[src/rtl/reg_write_if.sv]
// Requester, register-file write and hazard-lookup signals of reg_write_arbiter.
// master = requester/decode side, slave = the arbiter.
interface reg_write_if;
    logic        req0_valid;
    logic [4:0]  req0_addr;
    logic [31:0] req0_data;
    logic        req0_ready;
    logic        req1_valid;
    logic [4:0]  req1_addr;
    logic [31:0] req1_data;
    logic        req1_ready;
    logic        wr_en;
    logic [4:0]  wr_addr;
    logic [31:0] wr_data;
    logic [4:0]  rd_addr1;
    logic [4:0]  rd_addr2;
    logic        hazard1;
    logic        hazard2;
    logic [15:0] wr_count;

    modport master (
        output req0_valid, req0_addr, req0_data, req1_valid, req1_addr, req1_data,
        output rd_addr1, rd_addr2,
        input  req0_ready, req1_ready, wr_en, wr_addr, wr_data, hazard1, hazard2, wr_count
    );

    modport slave (
        input  req0_valid, req0_addr, req0_data, req1_valid, req1_addr, req1_data,
        input  rd_addr1, rd_addr2,
        output req0_ready, req1_ready, wr_en, wr_addr, wr_data, hazard1, hazard2, wr_count
    );
endinterface

[src/rtl/reg_write_arbiter.sv]
// Two-requester register-file write arbiter with one slot per requester and hazard lookup.
// Define RR_ARBITRATION_EN for round-robin grants; otherwise requester 0 has fixed priority.
module reg_write_arbiter (
    input  logic        clk,
    input  logic        rst_n,
    reg_write_if.slave  bus
);

    // Reset asserts asynchronously and releases on the first clk edge after rst_n rises.
    logic rst_sync_q;

    always_ff @(posedge clk or negedge rst_n) begin
        if (!rst_n) begin
            rst_sync_q <= 1'b0;
        end else begin
            rst_sync_q <= 1'b1;
        end
    end

    logic [1:0]  slot_valid_q, slot_valid_d;
    logic [4:0]  slot_addr_q [2];
    logic [4:0]  slot_addr_d [2];
    logic [31:0] slot_data_q [2];
    logic [31:0] slot_data_d [2];
    logic        wr_en_q, wr_en_d;
    logic [4:0]  wr_addr_q, wr_addr_d;
    logic [31:0] wr_data_q, wr_data_d;
    logic [15:0] wr_count_q, wr_count_d;
    logic [1:0]  grant;
    logic [1:0]  in_valid;
    logic [4:0]  in_addr [2];
    logic [31:0] in_data [2];

    always_comb begin
        in_valid   = {bus.req1_valid, bus.req0_valid};
        in_addr[0] = bus.req0_addr;
        in_addr[1] = bus.req1_addr;
        in_data[0] = bus.req0_data;
        in_data[1] = bus.req1_data;
    end

`ifdef RR_ARBITRATION_EN
    // Requester favoured on the next contended cycle; moves only when a grant happens.
    logic prio_q, prio_d;

    always_comb begin
        grant  = 2'b00;
        prio_d = prio_q;
        if (slot_valid_q == 2'b11) begin
            grant = prio_q ? 2'b10 : 2'b01;
        end else begin
            grant = slot_valid_q;
        end
        if (grant != 2'b00) begin
            prio_d = grant[0];
        end
    end

    always_ff @(posedge clk or negedge rst_sync_q) begin
        if (!rst_sync_q) begin
            prio_q <= 1'b0;
        end else begin
            prio_q <= prio_d;
        end
    end
`else
    always_comb begin
        grant    = 2'b00;
        grant[0] = slot_valid_q[0];
        grant[1] = slot_valid_q[1] & ~slot_valid_q[0];
    end
`endif

    always_comb begin
        slot_valid_d = slot_valid_q;
        slot_addr_d  = slot_addr_q;
        slot_data_d  = slot_data_q;
        wr_en_d      = 1'b0;
        wr_addr_d    = wr_addr_q;
        wr_data_d    = wr_data_q;
        wr_count_d   = wr_count_q;
        for (int i = 0; i < 2; i++) begin
            // A slot empty at this edge may load; a slot granted now only reopens next cycle.
            if (!slot_valid_q[i] && in_valid[i]) begin
                slot_valid_d[i] = 1'b1;
                slot_addr_d[i]  = in_addr[i];
                slot_data_d[i]  = in_data[i];
            end
            if (grant[i]) begin
                slot_valid_d[i] = 1'b0;
                wr_en_d         = 1'b1;
                wr_addr_d       = slot_addr_q[i];
                wr_data_d       = slot_data_q[i];
                wr_count_d      = wr_count_q + 16'd1;
            end
        end
    end

    always_ff @(posedge clk or negedge rst_sync_q) begin
        if (!rst_sync_q) begin
            slot_valid_q <= 2'b00;
            slot_addr_q  <= '{default: '0};
            slot_data_q  <= '{default: '0};
            wr_en_q      <= 1'b0;
            wr_addr_q    <= '0;
            wr_data_q    <= '0;
            wr_count_q   <= '0;
        end else begin
            slot_valid_q <= slot_valid_d;
            slot_addr_q  <= slot_addr_d;
            slot_data_q  <= slot_data_d;
            wr_en_q      <= wr_en_d;
            wr_addr_q    <= wr_addr_d;
            wr_data_q    <= wr_data_d;
            wr_count_q   <= wr_count_d;
        end
    end

    // Pending writes are every occupied slot plus the write currently on the port.
    function automatic logic pending_hit(input logic [4:0] rd);
        return (slot_valid_q[0] && slot_addr_q[0] == rd)
            || (slot_valid_q[1] && slot_addr_q[1] == rd)
            || (wr_en_q && wr_addr_q == rd);
    endfunction

    always_comb begin
        bus.req0_ready = ~slot_valid_q[0];
        bus.req1_ready = ~slot_valid_q[1];
        bus.wr_en      = wr_en_q;
        bus.wr_addr    = wr_addr_q;
        bus.wr_data    = wr_data_q;
        bus.wr_count   = wr_count_q;
        bus.hazard1    = pending_hit(bus.rd_addr1);
        bus.hazard2    = pending_hit(bus.rd_addr2);
    end

endmodule

[src/flat_wrapper.sv]
// flat-port wrapper written by rule: the top's interface ports become plain ports
module reg_write_arbiter_flat 
  (clk, rst_n, bus_req0_valid, bus_req0_addr, bus_req0_data, bus_req1_valid, bus_req1_addr, bus_req1_data, bus_rd_addr1, bus_rd_addr2, bus_req0_ready, bus_req1_ready, bus_wr_en, bus_wr_addr, bus_wr_data, bus_hazard1, bus_hazard2, bus_wr_count);
  reg_write_if bus_i ();
  input  logic clk;
  input  logic rst_n;
  input wire logic [$bits(bus_i.req0_valid)-1:0] bus_req0_valid;
  input wire logic [$bits(bus_i.req0_addr)-1:0] bus_req0_addr;
  input wire logic [$bits(bus_i.req0_data)-1:0] bus_req0_data;
  input wire logic [$bits(bus_i.req1_valid)-1:0] bus_req1_valid;
  input wire logic [$bits(bus_i.req1_addr)-1:0] bus_req1_addr;
  input wire logic [$bits(bus_i.req1_data)-1:0] bus_req1_data;
  input wire logic [$bits(bus_i.rd_addr1)-1:0] bus_rd_addr1;
  input wire logic [$bits(bus_i.rd_addr2)-1:0] bus_rd_addr2;
  output wire logic [$bits(bus_i.req0_ready)-1:0] bus_req0_ready;
  output wire logic [$bits(bus_i.req1_ready)-1:0] bus_req1_ready;
  output wire logic [$bits(bus_i.wr_en)-1:0] bus_wr_en;
  output wire logic [$bits(bus_i.wr_addr)-1:0] bus_wr_addr;
  output wire logic [$bits(bus_i.wr_data)-1:0] bus_wr_data;
  output wire logic [$bits(bus_i.hazard1)-1:0] bus_hazard1;
  output wire logic [$bits(bus_i.hazard2)-1:0] bus_hazard2;
  output wire logic [$bits(bus_i.wr_count)-1:0] bus_wr_count;
  assign bus_i.req0_valid = bus_req0_valid;
  assign bus_i.req0_addr = bus_req0_addr;
  assign bus_i.req0_data = bus_req0_data;
  assign bus_i.req1_valid = bus_req1_valid;
  assign bus_i.req1_addr = bus_req1_addr;
  assign bus_i.req1_data = bus_req1_data;
  assign bus_i.rd_addr1 = bus_rd_addr1;
  assign bus_i.rd_addr2 = bus_rd_addr2;
  assign bus_req0_ready = bus_i.req0_ready;
  assign bus_req1_ready = bus_i.req1_ready;
  assign bus_wr_en = bus_i.wr_en;
  assign bus_wr_addr = bus_i.wr_addr;
  assign bus_wr_data = bus_i.wr_data;
  assign bus_hazard1 = bus_i.hazard1;
  assign bus_hazard2 = bus_i.hazard2;
  assign bus_wr_count = bus_i.wr_count;
  reg_write_arbiter u_core (.clk(clk), .rst_n(rst_n), .bus(bus_i));
endmodule
[config.mk]
export PLATFORM = sky130hd
export DESIGN_NAME = reg_write_arbiter_flat
export DESIGN_NICKNAME = d
export VERILOG_FILES = /design/src/rtl/reg_write_if.sv /design/src/rtl/reg_write_arbiter.sv /design/src/flat_wrapper.sv
export SDC_FILE = /design/constraint.sdc
export NUM_CORES = 1
export LEC_CHECK = 0
export BUFFER_PORTS_ARGS = -buffer_cell sky130_fd_sc_hd__buf_2
export CORE_MARGIN = 3
export CORE_UTILIZATION = 55
export CTS_CLUSTER_DIAMETER = 150
export DETAILED_ROUTE_END_ITERATION = 7
export GPL_TIMING_DRIVEN = 1
export PLACE_DENSITY = 0.85
export SLEW_MARGIN = 20
export SYNTH_ARGS = -nofsm -noshare
export SYNTH_HDL_FRONTEND = slang
export SYNTH_SLANG_ARGS = --single-unit
[constraint.sdc]
create_clock -name clk -period 10.2 [get_ports clk]
set_input_delay 0 -clock clk [delete_from_list [all_inputs] [get_ports clk]]
set_output_delay 0 -clock clk [all_outputs]
set_load 0.01 [all_outputs]
==> results.md, run 1 <==
- The floorplan step defined a die boundary enclosing 11400 µm².
- The routed wire length is 13800 µm.
- TritonCTS built the clock tree.
- The mapped netlist covers 5610 µm².
- The cell at the root of the clock tree is clkbuf_8.
- The worst ir drop on vdd is 0.000115 V.
- The internal cell power is 1.15 mW.
- Input and output buffers added on the ports amount to 145.
- The upper clock frequency limit is 457 MHz.
- The worst setup path is launched from a register.
- For the finished layout, the period the worst path requires is 2190 ps.
- The total track usage is 24.9%.
- Clock-pin slew was measured on the worst setup and hold paths at 60 ps.
- The total via count after detailed routing is 4161.
- The sum of overflow across all layers after global routing is 0.
- The detailed-router iteration count before antenna repair is 4.
- met2 is the most crowded layer.
- The number of pins with negative max-slew slack in the final report was 0.
- Dividing the detail-routed via count by the number of cells gives 5.21.
- The portion of total power attributed to combinational logic is 21.1%.
- The portion of total power attributed to the clock network is 34.2%.
- The library cells used most frequently in the layout, excluding fill and tap cells, are 145 x buf_2, 128 x dfrtp_1, 77 x dlygate4sd3_1, 75 x mux2_2, 44 x nand2_1.
- The number of ports placed on the die boundary is 146.
- The number of global-route vias before repair came to 4396.
- For met3 alone, demand over resource in global routing was 7.10%.
- In the routed design, unresolved DRC markers number 0.
- Hold timing on the final database bottoms out at a slack of 121 ps.
- Of the post-synthesis cell area, the part taken by muxes is 21.7%.
- The required time of the critical path is 10580 ps.
- The class of the worst hold path is input pin to register.
- The number of antenna violations at the first check in global routing came to 3.
- Counting every instance in the synthesized netlist gives 429.
- Counting tap cells, the placed design contains a total of 688 instances.
- STA puts the critical path data arrival time at 2570 ps.
- The slowest library cell on the worst path is nor2b_4.
- The number of nets with antenna violations after routing is 0.
- The core area is 9860 µm².
- The clock sink total is 131.
- The distinct cell type count of the synthesized netlist is 27.
- The critical path's top delay family is simple AND/OR/NAND/NOR gates.
- The floorplan step set the die width to 107 µm.
- The switching power summed over all nets is 454 µW.
- The simple logic cell fraction of the synthesized area is 6.63%.
- The summed negative setup slack over all endpoints is 0 ps.
- CTS built an H-tree with a depth of 4.
- The Yosys warning count is 0.
- The portion of the clock cycle consumed by the worst path in the final layout is 21.5%.
- The peak fanout along the critical path is 44.
- The flow ran to the end, and the final reports show no timing, DRC or antenna violations.
- Cells with a size suffix above 1 make up 39.2% of the layout.
- The worst setup path is captured at a register.
- The worst pin sits at a relative slew slack of 37.8%.
- The minimum setup slack after placement is 7880 ps.
- The most frequent standard cell in the layout excluding fill and tap cells is buf_2.
- The initial utilization of the core area, before any placement, comes to 56.8%.
- The area added between synthesis and finish is 38.7%.
- The category of the most critical setup path is register to register.
- Counting both buffers and inverters, the worst setup path holds a total of 2.
- The first global-routing pass estimated 21700 µm of wire.
- The critical path goes through buf_4, nor2b_4, buf_16, mux2_2.
- Entering global routing, the biggest net connects 81 pins.
- The met1 track demand over resource is 30.5%.
- The number of clock buffers added by TritonCTS is 17.
- Synthesis inferred 131 register bits.
- The met2 track demand over resource in global routing is 40.9%.
- The power density relative to cell area is 206 nW/µm².
- Routability-driven placement finished with a final weighted congestion of 0.839.
- In this run switching power makes up 28.4% of total power.
- The share of the yosys chip area belonging to registers is 58.5%.
- The first routing iteration left 243 violations.
- Max-cap violations in this run came to 0.
- The adder-cell area share of the yosys netlist is 0.223%.
- At the pin with the least slew margin, the transition time is 932 ps.
- The biggest cell delay along the critical path is 730 ps.
- The later pin in the worst-skew pair is clocked with a latency of 510 ps.
- Setup violations remaining at the end of the flow were counted as 0.
- Setup repair after global routing left no endpoint under its margin.
- The total number of nets in the final design is 742.
- The die height is 107 µm.
- Summed over all nets, the half-perimeter wirelength after detailed placement is 8130 µm.
- The least setup slack across all paths after layout is 8010 ps.
- The share of the synthesized netlist area taken by xor and xnor gates is 7.03%.
- Summing the areas of all compound-gate instances in the mapped netlist gives 3.66% of the synthesized area.
- The initialized floorplan defines 36 standard-cell rows.
- The final standard cell count with taps included and fillers excluded is 798.
- The hold violation total from the final report is 0.
- The sequential cell fraction of total power is 44.7%.
- By area, the combinational part of the netlist is dominated by multiplexers.
- The number of nets in the synthesized netlist is 518.
- The worst-case clock skew is 7.20 ps.
- The synthesized area per cell is 13.1 µm².
- No sink is reached through more buffers than the 2 on the longest clock path.
- The leakage component of the power is 3.65 nW.
- Overall power consumption after layout is estimated at 1.60 mW.
- The wire length per cell after detailed routing is 17.2 µm.
## registers in the layout, summed over array words and instances, names as in the netlist
name	cells
u_core.bus.wr_count	16
u_core.rst_sync_q	1
u_core.slot_valid_q	2
u_core.slot_addr_q	10
u_core.bus.wr_en	1
u_core.slot_data_q	64
u_core.bus.wr_data	32
u_core.bus.wr_addr	5
## stage by stage
stage          cell area [µm²]  utilization (%)
2_1_floorplan             5610                -
3_3_place_gp              6420             65.1
3_5_place_dp              6420             65.1
4_1_cts                   7730             78.3
5_1_grt                   7780             78.9
6_report                  7780             78.9
## area by class of cell
class                      count  area, µm²
tap                          133        166
sequential                   131       3280
antenna                        2       5.00
inverter                       2       7.51
timing repair buffer         227       1570
fill                         570       2090
clock inverter                 6       55.1
multi-input combinational    274       2220
clock buffer                  23        477
## worst min-delay path, stage by stage
cell and delay, ps:
buf_2 100, nor2b_4 230, mux2_2 260
## power by group through the flow
| stage | clock (mW) | combinational (mW) | sequential, mW |
|---|---|---|---|
| 2_1_floorplan | 0 | 0.173 | 0.729 |
| 3_3_place_gp | 0 | 0.296 | 0.712 |
| 3_5_place_dp | 0 | 0.309 | 0.718 |
| 4_1_cts | 0.556 | 0.333 | 0.711 |
| 5_1_grt | 0.582 | 0.367 | 0.730 |
| 6_report | 0.548 | 0.338 | 0.716 |
## synth_stat cells
cell type	count	share of area (%)
dfrtp_1	131	58
mux2_2	75	15
nand2_1	44	2.9
mux2i_1	37	6.6
o21ai_0	37	3.3
xor2_1	28	4.4
xnor2_1	17	2.7
nand3_1	10	0.89
buf_2	8	0.71
buf_4	7	0.94
clkbuf_1	7	0.47
nor4_1	7	0.78
nand4_1	3	0.33
nor2_1	3	0.20
inv_1	2	0.13
nor2b_1	2	0.22
a21o_1	1	0.13
and3_1	1	0.11
conb_1	1	0.067
ha_1	1	0.22
nand3_2	1	0.18
nand4_4	1	0.38
nor3_1	1	0.089
nor4_4	1	0.38
o211ai_1	1	0.13
o21ai_1	1	0.089
or2_1	1	0.11
## per-layer routing
metal,share of wire [%],vias up
li1,-,1937
met1,41,2043
met2,50,146
met3,6.0,33
met4,2.7,2
met5,0.051,-
## final timing paths
kind | start | endpoint | slack, ps | depth (start not counted)
max | u_core.slot_valid_q[1] | u_core.slot_data_q[4] | 8010 | 4
min | bus_req1_valid | u_core.slot_data_q[1] | 120 | 3
max reg2reg | u_core.slot_valid_q[1] | u_core.slot_data_q[4] | 8010 | 4
min reg2reg | u_core.rst_sync_q | u_core.slot_data_q[44] | 370 | 0
max in group asynchronous | u_core.rst_sync_q | u_core.slot_valid_q[0] | 8360 | 1
min in group asynchronous | rst_n | u_core.rst_sync_q | 320 | 3
## cell families (layout without fill, tap and decap cells)
family	after synthesis	count (layout)
AOI/OAI and AO/OA	40	40
xor gates and xnor gates	45	45
adders and majority gates	1	1
buffers and inverters	24	258
DFF	131	131
muxes	112	112
other	1	3
and+or+nand+nor	75	75
## timing repair
action,in CTS,in global routing
endpoints found under the hold margin,76,0
hold buffers,77,0
gates resized for setup,0,0
setup buffers,0,0
(Power assumes the default switching activity.)
==> inputs of run 2 (changes only) <==
Settings changed: CORE_UTILIZATION 55 to 48, PLACE_DENSITY 0.85 to 0.78.
Clock period 10.2 ns to 1.9 ns, I/O delays scaled along.
==> run 2 against run 1 <==
Net effect:
- first-iteration DRC count up 19%
- critical path depth rose by 1
- clock power grew to 5.4 times the previous value
- die area rose by 14%
- non-clock buffer count rose by 5
- via count rose by 0.46%
- critical endpoint is now bus_hazard1
==> results.md, run 2 (synthesis results as in run 1) <==
- The number of buffer and inverter instances along the worst setup path is 1 (was 2).
- Critical path cell sequence: xor2_1, nor4_1, nand3_1, nand3_1, buf_2 (was buf_4, nor2b_4, buf_16, mux2_2).
- The total track usage was 22.5% (was 24.9%).
- The number of buffers added on ports is 145 (unchanged).
- The worst slew slack as a fraction of its limit is 64.8% (was 37.8%).
- The final weighted congestion of routability-driven global placement is 0.876 (was 0.839).
- The core area is 11100 µm² (was 9860 µm²).
- The buffers inserted during post-CTS setup optimization was 0 (unchanged).
- The die height is 114 µm (was 107 µm).
- The worst ir drop on vdd is 0.000755 V (was 0.000115 V).
- The cell at the root of the clock tree is clkbuf_16 (was clkbuf_8).
- The number of global-route vias before repair was 4556 (was 4396).
- The final standard cell count with taps included and fillers excluded is 809 (was 798).
- The power density relative to cell area was 1100 nW/µm² (was 206 nW/µm²).
- The sum of overflow across all layers after global routing is 0 (unchanged).
- Result of the run: finished clean (unchanged).
- The maximum buffer depth of the clock tree came to 2 (unchanged).
- The full die area is 13000 µm² (was 11400 µm²).
- The number of pins with negative max-slew slack in the final report is 0 (unchanged).
- The fraction of final layout cells sized beyond drive strength 1 is 39.8% (was 39.2%).
- The half-perimeter wire length of the detailed placement result was 8940 µm (was 8130 µm).
- The category of the most critical setup path was register to primary output (was register to register).
- The portion of the clock cycle consumed by the worst path in the final layout is 90.5%.
- The number of nets with antenna violations after routing was 0 (unchanged).
- Commonest cells after routing, fill and taps aside: 145 x buf_2, 128 x dfrtp_1, 76 x dlygate4sd3_1, 75 x mux2_2, 44 x nand2_1 (was 145 x buf_2, 128 x dfrtp_1, 77 x dlygate4sd3_1, 75 x mux2_2, 44 x nand2_1).
- The latest clock arrival within the worst-skew pair was 410 ps (was 510 ps).
- The class of the worst hold path is input pin to register (unchanged).
- The total number of nets in the final design was 747 (was 742).
- The number of antenna violations at the first check in global routing is 3 (unchanged).
- The number of ports placed on the die boundary came to 146 (unchanged).
- The peak fanout along the critical path was 4 (was 44).
- The element type at the critical path end is a primary output (was register).
- The hold violation total from the final report is 0 (unchanged).
- The total CTS buffers is 17 (unchanged).
- The critical path's top delay family is simple AND/OR/NAND/NOR gates (unchanged).
- The number of diodes is 0 (was 2).
- The clock tree from TritonCTS is yes (unchanged).
- The slowest library cell on the worst path is dfrtp_1 (was nor2b_4).
- The clock transition time at the flip-flop clock pins of the worst setup and hold paths came to 50 ps (was 60 ps).
- The total via count after detailed routing is 4180 (was 4161).
- The leakage component of the power is 3.67 nW (was 3.65 nW).
- The first-pass GRT wire length is 22600 µm (was 21700 µm).
- The area added between synthesis and finish is 39.5% (was 38.7%).
- Setup repair after global routing missed its margin: false (unchanged).
- The detailed-route DRC error count is 0 (unchanged).
- The arrival time of the worst setup path is 1720 ps (was 2570 ps).
- The worst-case clock skew is 11.0 ps (was 7.20 ps).
- The wire length per cell after detailed routing was 17.1 µm (was 17.2 µm).
- The clock period could shrink to 1720 ps.
- The number of placed instances, taps included is 703 (was 688).
- The most frequent standard cell in the layout excluding fill and tap cells is buf_2 (unchanged).
- The pin count of the biggest net entering global routing is 74 (was 81).
- The slew at the pin with the worst max-slew slack is 529 ps (was 932 ps).
- The flip-flop count of the largest register, all copies and words added is 64 (unchanged).
- The mean number of vias per cell came to 5.17 (was 5.21).
- The die boundary width was 114 µm (was 107 µm).
- The H-tree depth is 4 (unchanged).
- The summed negative setup slack over all endpoints was 0 ps (unchanged).
- The setup-violating endpoint count in the final report came to 0 (unchanged).
- The row count was 38 (was 36).
- In this design, the critical path's most frequently occurring cell is nand3_1.
- The clock sink total is 131 (unchanged).
- The upper clock frequency limit is 582 MHz.
- The required time of the critical path was 1900 ps (was 10580 ps).
- The routed wire length is 13800 µm (about the same).
- The initial detailed-routing violation count is 290 (was 243).
- The biggest cell delay along the critical path is 420 ps (was 730 ps).
- The detailed-router iteration count before antenna repair is 4 (unchanged).
- The register with the most flip-flops is u_core.slot_data_q (unchanged).
- The starting utilization of the core area is 50.4% (was 56.8%).
- The startpoint kind of the worst setup timing path is a register (unchanged).
- The worst hold slack came to 132 ps (was 121 ps).
- The max capacitance violation total is 0 (unchanged).
run 2: changes by cell type in the layout (fill, tap and decap cells not counted):
cell / before / now
buf_12: 1 / 3
buf_16: 1 / 0
buf_4: 3 / 8
bufinv_16: 1 / 0
clkbuf_1: 2 / 3
clkbuf_16: 16 / 17
clkinv_2: 5 / 4
clkinvlp_4: 0 / 1
diode_2: 2 / 0
dlygate4sd3_1: 77 / 76
run 2: final timing paths:
path / from / endpoint / slack [ps] / cells past startpoint
setup / recovery: u_core.slot_addr_q[2] / bus_hazard1 / 180 / 5
setup reg to reg: u_core.slot_valid_q[1] / u_core.bus.wr_count[12] / 330 / 4
min in group asynchronous: u_core.rst_sync_q / u_core.slot_data_q[55] / 340 / 1
max in group asynchronous: u_core.rst_sync_q / u_core.slot_valid_q[0] / 1190 / 1
hold reg to reg: u_core.rst_sync_q / u_core.slot_data_q[55] / 340 / 1
hold / removal: bus_req0_valid / u_core.slot_valid_q[0] / 130 / 3
run 2: area by class of cell:
class | count | area (µm²)
clock buffers | 25 | 505
clock inverters | 5 | 27.5
fillers | 805 | 3300
repair buffers | 232 | 1610
well taps | 140 | 175
inverters | 2 | 7.51
multi-input cells | 274 | 2220
flip-flops and latches | 131 | 3280
run 2: timing repair:
action / CTS / global route
hold endpoints to repair: 75 / 0
resized for setup: 0 / 0
hold buffers: 76 / 0
run 2: worst reg2reg max path: cells and delay by family, from the launching register on:
family | cells | cell delay [ps]
and+or+nand+nor | 2 | 560
AOI/OAI and AO/OA | 1 | 190
DFF | 1 | 580
xor gates and xnor gates | 1 | 140
run 2: routing by layer:
layer / wire length (µm) / vias up / part of all wire [%] / GRT usage, %
met2: 6650 / 166 / 48 / 37.3
met1: 5860 / 2042 / 42 / 27.2
met3: 990 / 30 / 7.2 / 7.66
li1: - / 1936 / - / -
met5: 34 / - / 0.25 / 0
met4: 293 / 6 / 2.1 / 8.63
run 2: through the flow:
stage                     setup slack [ps]  cell area, µm²  utilization [%]  power, mW
after floorplan                        479            5610                -       4.84
after global placement                 374            6530             58.7       5.46
after detailed placement               332            6530             58.7       5.56
after CTS                              168            7820             70.3       8.65
after global routing                  58.0            7820             70.3       9.02
final                                  181            7820             70.3       8.58
run 2: where the power goes:
group          switching (mW)  total, mW  internal (mW)
combinational           0.848       1.82          0.971
sequential              0.469       3.83           3.36
clock                    1.12       2.94           1.82
total                    2.44       8.58           6.14
==> inputs of run 3 (changes only) <==
Settings changed: BUFFER_PORTS_ARGS -buffer_cell sky130_fd_sc_hd__buf_2 to not set, CORE_UTILIZATION 48 to 55, DONT_BUFFER_PORTS set to 1, GPL_TIMING_DRIVEN 1 to 0, PLACE_DENSITY 0.78 to 0.75, SKIP_LAST_GASP set to 1.
==> run 3 against run 2 <==
Net effect:
- final cell count fell by 17%
- critical path depth fell by 1
- register-to-register slack got worse by 70 ps
- routed wire length fell by 2.2%
- first-iteration DRC count fell by 46%
- worst setup slack got worse by 80 ps
- sequential share of layout area rose by 3.8 points
- via count fell by 10%
- global-route usage rose by 2.1 points
==> results.md, run 3 (synthesis results as in run 1) <==
- The most frequent cell on the critical path was nand3_1 (unchanged).
- The hold violation total from the final report was 0 (unchanged).
- The biggest cell delay along the critical path is 480 ps (was 420 ps).
- The total power of the final layout is 8.38 mW (was 8.58 mW).
- The number of pins with negative max-slew slack in the final report is 0 (unchanged).
- The number of ports placed on the die boundary came to 146 (unchanged).
- Result of the run: finished clean (unchanged).
- The fraction of final layout cells sized beyond drive strength 1 came to 24.1% (was 39.8%).
- The final standard cell count with taps included and fillers excluded is 673 (was 809).
- The pin count of the biggest net entering global routing is 61 (was 74).
- The portion of total power attributed to combinational logic is 15.7% (was 21.2%).
- The termination of the worst setup path is bus_hazard2 (was bus_hazard1).
- The starting utilization of the core area was 56.8% (was 50.4%).
- The cell at the root of the clock tree is clkbuf_8 (was clkbuf_16).
- The power density relative to cell area is 1170 nW/µm² (was 1100 nW/µm²).
- The internal cell power is 5.97 mW (was 6.14 mW).
- The total number of nets in the final design is 615 (was 747).
- The mean number of vias per cell is 5.57 (was 5.17).
- The register-to-register setup slack was 260 ps (was 330 ps).
- The first-pass GRT wire length was 21200 µm (was 22600 µm).
- The area added between synthesis and finish is 27.9% (was 39.5%).
- The flip-flop count of the largest register, all copies and words added is 64 (unchanged).
- The most frequent standard cell in the layout excluding fill and tap cells was dfrtp_1 (was buf_2).
- The final weighted congestion of routability-driven global placement is 0.853 (was 0.876).
- The number of global-route vias before repair is 4055 (was 4556).
- The detailed-route DRC error count is 0 (unchanged).
- The wire length per cell after detailed routing was 20.1 µm (was 17.1 µm).
- The initial detailed-routing violation count is 157 (was 290).
- The number of buffers added on ports came to 0 (was 145).
- The total CTS buffers came to 17 (unchanged).
- The terminus of the critical flop-to-flop path was u_core.bus.wr_count[12] (unchanged).
- Commonest cells after routing, fill and taps aside: 130 x dfrtp_1, 76 x dlygate4sd3_1, 75 x mux2_2, 44 x nand2_1 (was 145 x buf_2, 128 x dfrtp_1, 76 x dlygate4sd3_1, 75 x mux2_2, 44 x nand2_1).
- The total via count after detailed routing is 3750 (was 4180).
- The origin of the worst setup path is u_core.bus.wr_addr[4] (was u_core.slot_addr_q[2]).
- The number of nets with antenna violations after routing is 0 (unchanged).
- The category of the most critical setup path was register to primary output (unchanged).
- The number of antenna violations at the first check in global routing is 0 (was 3).
- The switching power summed over all nets is 2.41 mW (was 2.44 mW).
- The maximum buffer depth of the clock tree came to 2 (unchanged).
- The element type at the critical path end is a primary output (unchanged).
- The portion of total power attributed to the clock network came to 36.3% (was 34.2%).
- The detailed-router iteration count before antenna repair came to 4 (unchanged).
- The portion of the clock cycle consumed by the worst path in the final layout is 94.7% (was 90.5%).
- The half-perimeter wire length of the detailed placement result is 8980 µm (was 8940 µm).
- The sequential cell fraction of total power was 47.9% (was 44.6%).
- Setup repair after global routing missed its margin: true (was false).
- The number of placed instances, taps included came to 564 (was 703).
- The register with the most flip-flops is u_core.slot_data_q (unchanged).
- The row count is 36 (was 38).
- The worst slew slack as a fraction of its limit is 65.4% (was 64.8%).
- The max capacitance violation total is 0 (unchanged).
- The total track usage came to 24.6% (was 22.5%).
- The sum of overflow across all layers after global routing came to 0 (unchanged).
- The H-tree depth is 4 (unchanged).
- The class of the worst hold path is input pin to register (unchanged).
- The required time of the critical path is 1900 ps (about the same).
- The upper clock frequency limit is 556 MHz (was 582 MHz).
- The proportion of total power due to net switching is 28.7% (was 28.4%).
- Critical path cell sequence: xor2_1, nor4_2, nand3_1, nand3_1 (was xor2_1, nor4_1, nand3_1, nand3_1, buf_2).
- The slew at the pin with the worst max-slew slack is 519 ps (was 529 ps).
- The worst ir drop on vdd is 0.000640 V (was 0.000755 V).
- The slowest library cell on the worst path is dfrtp_1 (unchanged).
- The clock sink total is 131 (unchanged).
- The arrival time of the worst setup path came to 1800 ps (was 1720 ps).
- The setup-violating endpoint count in the final report is 0 (unchanged).
- The number of inserted filler cells in the final layout is 667 (was 805).
- The startpoint kind of the worst setup timing path is a register (unchanged).
- The buffers inserted during post-CTS setup optimization is 0 (unchanged).
- The full die area was 11400 µm² (was 13000 µm²).
- The clock tree from TritonCTS is yes (unchanged).
- The latest clock arrival within the worst-skew pair was 520 ps (was 410 ps).
- The peak fanout along the critical path was 4 (unchanged).
- The routed wire length is 13500 µm (was 13800 µm).
- The clock period minus final worst setup slack is 1800 ps (was 1720 ps).
- The clock transition time at the flip-flop clock pins of the worst setup and hold paths is 60 ps (was 50 ps).
- The core area is 9860 µm² (was 11100 µm²).
- The leakage component of the power is 3.12 nW (was 3.67 nW).
- The hold path startpoint is bus_req0_valid (unchanged).
- The worst-case clock skew is 8.77 ps (was 11.0 ps).
- The die height is 107 µm (was 114 µm).
- The worst-case reg-to-reg path depth is 5 (was 4).
- The critical register-to-register path startpoint is u_core.bus.wr_count[0] (was u_core.slot_valid_q[1]).
- The die boundary width came to 107 µm (was 114 µm).
==> run 3: changes by cell type in the layout (fill, tap and decap cells not counted), moves of 2 or more <==
cell       previous run  this run
clkbuf_1              3         9
clkbuf_2              0         2
buf_2               145         7
nor2b_4               2         0
clkbuf_8              5         2
dfrtp_1             128       130
nor4_2                0         3
dfrtp_2               2         0
nor2b_1               0         2
buf_12                3         1
bufinv_16             0         2
nor4_1                7         4
==> run 3: worst min-delay path by stage <==
stage                                        end  depth (start not counted)  slack (ps)
after floorplan                u_core.rst_sync_q                          0        -300
after global placement         u_core.rst_sync_q                          0        -300
after detailed placement       u_core.rst_sync_q                          0        -300
after CTS                 u_core.slot_valid_q[0]                          3          30
after global routing      u_core.slot_data_q[63]                          3          40
final                     u_core.slot_data_q[63]                          3          50
==> run 3: layout make-up <==
class                           instances  area [µm²]  area share [%]
Buffer                                 22         124            1.73
Sequential cell                       131        3280            45.8
Clock inverter                         10         109            1.52
Tap cell                              133         166            2.32
Inverter                                2        7.51           0.105
Clock buffer                           22         443            6.18
Timing Repair Buffer                   78         808            11.3
Multi-Input combinational cell        274        2230            31.1
Antenna cell                            1        2.50          0.0349
==> run 3: metal layers <==
metal  vias up  share of wire (%)  track usage, %
li1       1689                  -               -
met1      1897                 39            29.1
met2       139                 51            41.0
met3        25                7.9            8.97
met4         0                1.9            9.77
met5         -                  0               0
==> run 3: critical path, delay by kind of cell (launching register included) <==
kind | cells | cell delay, ps
simple gates | 3 | 580
xor+xnor | 1 | 220
flops | 1 | 480
==> run 3: what timing repair did <==
item                                   in CTS  in global routing
endpoints found under the hold margin      75                  0
gates resized for setup                     1                  7
hold buffers                               76                  0
cloned                                      0                  0
setup endpoints to repair                   1                  4
==> run 3: power by group through the flow <==
| stage | Clock, mW | Combinational, mW | Sequential (mW) |
|---|---|---|---|
| final | 3.05 | 1.32 | 4.01 |
| after global routing | 3.22 | 1.46 | 4.10 |
| after CTS | 3.09 | 1.30 | 4.01 |
| after detailed placement | 0 | 1.17 | 4.06 |
| after global placement | 0 | 1.07 | 4.06 |
| after floorplan | 0 | 0.928 | 3.92 |
==> run 3: through the flow <==
stage / setup slack (ps) / instance area [µm²] / TNS, ps / utilization, % / hold slack, ps
finish: 101 / 7170 / 0 / 72.7 / 48.1
global route: -7.91 / 7170 / -7.91 / 72.6 / 36.7
CTS: 49.0 / 7140 / 0 / 72.4 / 28.9
detailed placement: 173 / 5820 / 0 / 59.0 / -296
global placement: 108 / 5780 / 0 / 58.6 / -296
floorplan: 479 / 5610 / 0 / - / -296
